## src/rtl/fifo_flags.sv

```systemverilog
// fifo_flags: single-clock FIFO with almost-full/almost-empty thresholds, occupancy count, sticky errors, flush and selectable read mode
// Ports: clk, reset (async, active-low); flush and clr_err are synchronous controls;
//   wr/wr_data with full/almost_full on the write side; rd/rd_data with empty/almost_empty on the read side;
//   count is the current occupancy; overflow/underflow are sticky error flags.
module fifo_flags #(
  parameter int ADDR_WIDTH = 2,
  parameter int DATA_WIDTH = 8,
  parameter bit FWFT = 1'b0,
  parameter int AF_LEVEL = (1 << ADDR_WIDTH) - 1,
  parameter int AE_LEVEL = 1
) (
  input  logic                  clk,
  input  logic                  reset,
  input  logic                  flush,
  input  logic                  wr,
  input  logic [DATA_WIDTH-1:0] wr_data,
  output logic                  full,
  output logic                  almost_full,
  input  logic                  rd,
  output logic [DATA_WIDTH-1:0] rd_data,
  output logic                  empty,
  output logic                  almost_empty,
  output logic [ADDR_WIDTH:0]   count,
  output logic                  overflow,
  output logic                  underflow,
  input  logic                  clr_err
);
  localparam int DEPTH = 1 << ADDR_WIDTH;
  localparam logic [ADDR_WIDTH:0] FULL_LVL = (ADDR_WIDTH+1)'(DEPTH);
  localparam logic [ADDR_WIDTH:0] AF_LVL = (ADDR_WIDTH+1)'(AF_LEVEL);
  localparam logic [ADDR_WIDTH:0] AE_LVL = (ADDR_WIDTH+1)'(AE_LEVEL);
  logic [DATA_WIDTH-1:0] mem [DEPTH];
  logic [ADDR_WIDTH-1:0] wr_ptr, rd_ptr;
  logic [DATA_WIDTH-1:0] rd_q;
  logic                  wa, ra;
  // Flags are pure decodes of the registered count, so acceptance always sees pre-edge state.
  assign full         = count == FULL_LVL;
  assign empty        = count == '0;
  assign almost_full  = count >= AF_LVL;
  assign almost_empty = count <= AE_LVL;
  assign wa           = wr & ~full;
  assign ra           = rd & ~empty;
  // In fall-through mode an empty FIFO presents zero so reset and flush leave rd_data at 0.
  assign rd_data      = FWFT ? (empty ? '0 : mem[rd_ptr]) : rd_q;
  // Storage is not reset; flush suppresses the write it overrides.
  always_ff @(posedge clk)
    if (wa && !flush) mem[wr_ptr] <= wr_data;
  always_ff @(posedge clk or negedge reset)
    if (!reset) begin
      wr_ptr <= '0;
      rd_ptr <= '0;
      count  <= '0;
      rd_q   <= '0;
    end else if (flush) begin
      wr_ptr <= '0;
      rd_ptr <= '0;
      count  <= '0;
      rd_q   <= '0;
    end else begin
      if (wa) wr_ptr <= wr_ptr + ADDR_WIDTH'(1);
      if (ra) rd_ptr <= rd_ptr + ADDR_WIDTH'(1);
      if (ra) rd_q <= mem[rd_ptr];
      count <= count + {ADDR_WIDTH'(0), wa} - {ADDR_WIDTH'(0), ra};
    end
  // Sticky errors: a new set condition beats clr_err in the same cycle; flush leaves them alone.
  always_ff @(posedge clk or negedge reset)
    if (!reset) begin
      overflow  <= 1'b0;
      underflow <= 1'b0;
    end else begin
      overflow  <= (wr & full) | (overflow & ~clr_err);
      underflow <= (rd & empty) | (underflow & ~clr_err);
    end
endmodule

```

## config.mk

```make
export PLATFORM = sky130hd
export DESIGN_NAME = fifo_flags
export DESIGN_NICKNAME = d
export VERILOG_FILES = /design/src/rtl/fifo_flags.sv
export SDC_FILE = /design/constraint.sdc
export NUM_CORES = 1
export LEC_CHECK = 0
export ABC_AREA = 1
export BUFFER_PORTS_ARGS = -buffer_cell sky130_fd_sc_hd__buf_2
export CAP_MARGIN = 20
export CORE_MARGIN = 3
export CORE_UTILIZATION = 40
export DETAILED_ROUTE_END_ITERATION = 8
export PLACE_DENSITY_LB_ADDON = 0.2
export SETUP_SLACK_MARGIN = 0.05
export SYNTH_ARGS = -nofsm -noshare
export SYNTH_HDL_FRONTEND = slang
export SYNTH_SLANG_ARGS = --single-unit
```

## constraint.sdc

```tcl
create_clock -name clk -period 4.32 [get_ports clk]
set_input_delay 1.296 -clock clk [delete_from_list [all_inputs] [get_ports clk]]
set_output_delay 1.296 -clock clk [all_outputs]
set_load 0.02 [all_outputs]
```

==> reports/summary.txt <==
CTS Buf Count -> 5
RSZ-0062 raised after global routing -> false
Period minus WS final -> 2.77 ns
Antenna Cells -> 0
Filler cells -> 555
worst-margin pin slew -> 0.694 ns
Slew HR -> 0.538
Hold Vio Cnt, Final -> 0
Tot GR Track Use -> 0.146
most common cell after layout, fill and taps aside -> nand2_1
syn_nets -> 259
Worst Skew -> 0.0117 ns
crit path DAT -> 1.47 ns
vias per inst -> 4.44
critical path endpoint category -> output pin
syn_area_per_cell -> 9.87 um2
final setup fails -> 0
gpl congestion -> 0.798
clock-pin slew on the worst setup and hold paths -> 0.09 ns
period utilisation layout -> 0.641
port buffer count -> 30
routed len/inst -> 12.8 um
Site Rows -> 27
combinational group share of total power -> 0.329
clock sinks -> 49
cts hold-fix bufs -> 0
Achievable Freq -> 361 MHz
Sw Ratio -> 0.390
setup tns final -> 0 ns
largest net degree at the start of global routing -> 20
sequential area share after synthesis -> 0.595
Tot Pwr -> 1380 uW
Sw Pwr -> 540 uW
core area -> 5570 um2
Critical Path RT -> 3.02 ns
Detail Route Antenna Nets -> 0
Crit Path Max Fanout -> 6
post-CTS setup buffers -> 0
kind of critical path -> reg -> out
Max Cap Viol -> 0
via count -> 1,510
die width -> 82.3 um
Chip Height -> 82.3 um
initial antenna violation count -> 0
global-route wire length before repair -> 7.16 mm
status -> finished clean
NumNets Final -> 290
Setup WS post-layout -> 1.55 ns
Slew Viols, Final -> 0
hpwl dp -> 3.24 mm
PostCTS Resize Cnt -> 0
H-tree level count -> 2
startpoint types -> flop
clock power share -> 0.209
share of layout cells above drive strength 1 -> 0.228
IR drop worst, VDD -> 0.000234 V
Int Pwr -> 844 uW
Power Dens Cells -> 531 nW/um2
Worst-Skew Late Latency -> 0.31 ns
Worst Hold Depth -> 2
Mapped Cells -> 236
worst hold path type -> reg -> reg
vias in the first global route -> 1,438
pre-CTS WS -> 1.50 ns
synth warn -> 0
die area -> 6770 um2
Starting Density -> 0.418
R2R depth -> 6
Unique masters post-synth -> 24
Leak -> 0.00132 uW
most frequent cells in the layout -> nand2_1, inv_1, edfxtp_1
maximum clock insertion buffer count -> 2
Synth-to-Final Area Change -> 12.0%
Mapped Area -> 2330 um2
root buffer cell -> clkbuf_8
GRT Residual Overflow -> 0
DRC Markers -> 0
WL final -> 4.36 mm
CTS tree -> done
fin util -> 0.468
drt pass-1 iters -> 4
hold slack -> 0.511 ns
initial DRC count -> 72
sequential power share -> 0.462
IO Pins -> 31
Synth Register Bits -> 49
## critical path: stages, from the launching register on
cell	delay [ns]
dfrtp_1	0.47
inv_1	0.12
ha_1	0.21
a22o_1	0.21
buf_2	0.15
## Yosys cell counts
cell,number,area share
nand3_1,29,0.062
dfrtp_1,17,0.18
nand2_2,10,0.027
o21ai_0,1,0.0021
xor2_1,1,0.0038
nor2_2,1,0.0027
fa_1,1,0.0086
inv_2,7,0.011
inv_1,45,0.073
o21ai_1,3,0.0064
nor2_1,6,0.0097
nand4_1,2,0.0054
ha_1,8,0.043
buf_2,2,0.0043
nand2_4,1,0.0048
nor2_4,1,0.0048
nand3_2,2,0.0086
edfxtp_1,32,0.41
inv_6,1,0.0038
a21oi_1,1,0.0021
a22o_1,1,0.0038
nand2_1,60,0.097
buf_6,3,0.015
buf_8,1,0.0064
## worst paths after layout
| path | startpoint | to | slack (ns) |
|---|---|---|---|
| min in group asynchronous | reset | underflow | 0.89 |
| worst max register to register | count[1] | mem[2][5] | 2.45 |
| worst min-delay path | underflow | underflow | 0.51 |
| worst min register to register | underflow | underflow | 0.51 |
| worst max-delay path | count[1] | almost_empty | 1.55 |
| max in group asynchronous | reset | count[0] | 3.15 |
## per-layer routing
metal,routed length [um],global-route usage
met1,2160,0.195
met2,1960,0.230
met3,182,0.0390
met4,54,0.0498
met5,0,0
## cells by family (layout without fill, tap and decap cells)
family | Yosys count | in the layout | synth area share
and+or+nand+nor | 112 | 112 | 0.222
buffers and inverters | 59 | 91 | 0.113
DFF | 49 | 49 | 0.595
adders and majority gates | 9 | 9 | 0.0516
AOI/OAI and AO/OA | 6 | 6 | 0.0145
xor gates and xnor gates | 1 | 1 | 0.00376
## state kept, by name (all words and copies together) (netlist names)
signal	count
mem	32
rd_data	8
count	3
rd_ptr	2
wr_ptr	2
overflow	1
underflow	1
## final cells by class
type,instances,area [um2],area share
sequential,49,1390,0.532
multi-input combinational,128,679,0.261
inverter,53,204,0.0782
timing repair buffer,30,150,0.0576
tap,72,90.1,0.0345
clock buffer,5,68.8,0.0264
clock inverter,3,28.8,0.0110
## power groups by stage
stage	Sequential [uW]	Clock, uW	Combinational, uW
after floorplan	668	0	336
after global routing	651	323	523
after detailed placement	650	0	463
final	639	289	456
after global placement	652	0	463
after CTS	640	298	466
## metrics by stage
stage	std cells	area (um2)
6_report	340	2610
5_1_grt	340	2610
4_1_cts	340	2610
3_5_place_dp	332	2510
3_3_place_gp	332	2510
2_1_floorplan	236	2330
(Power assumes the default switching activity.)
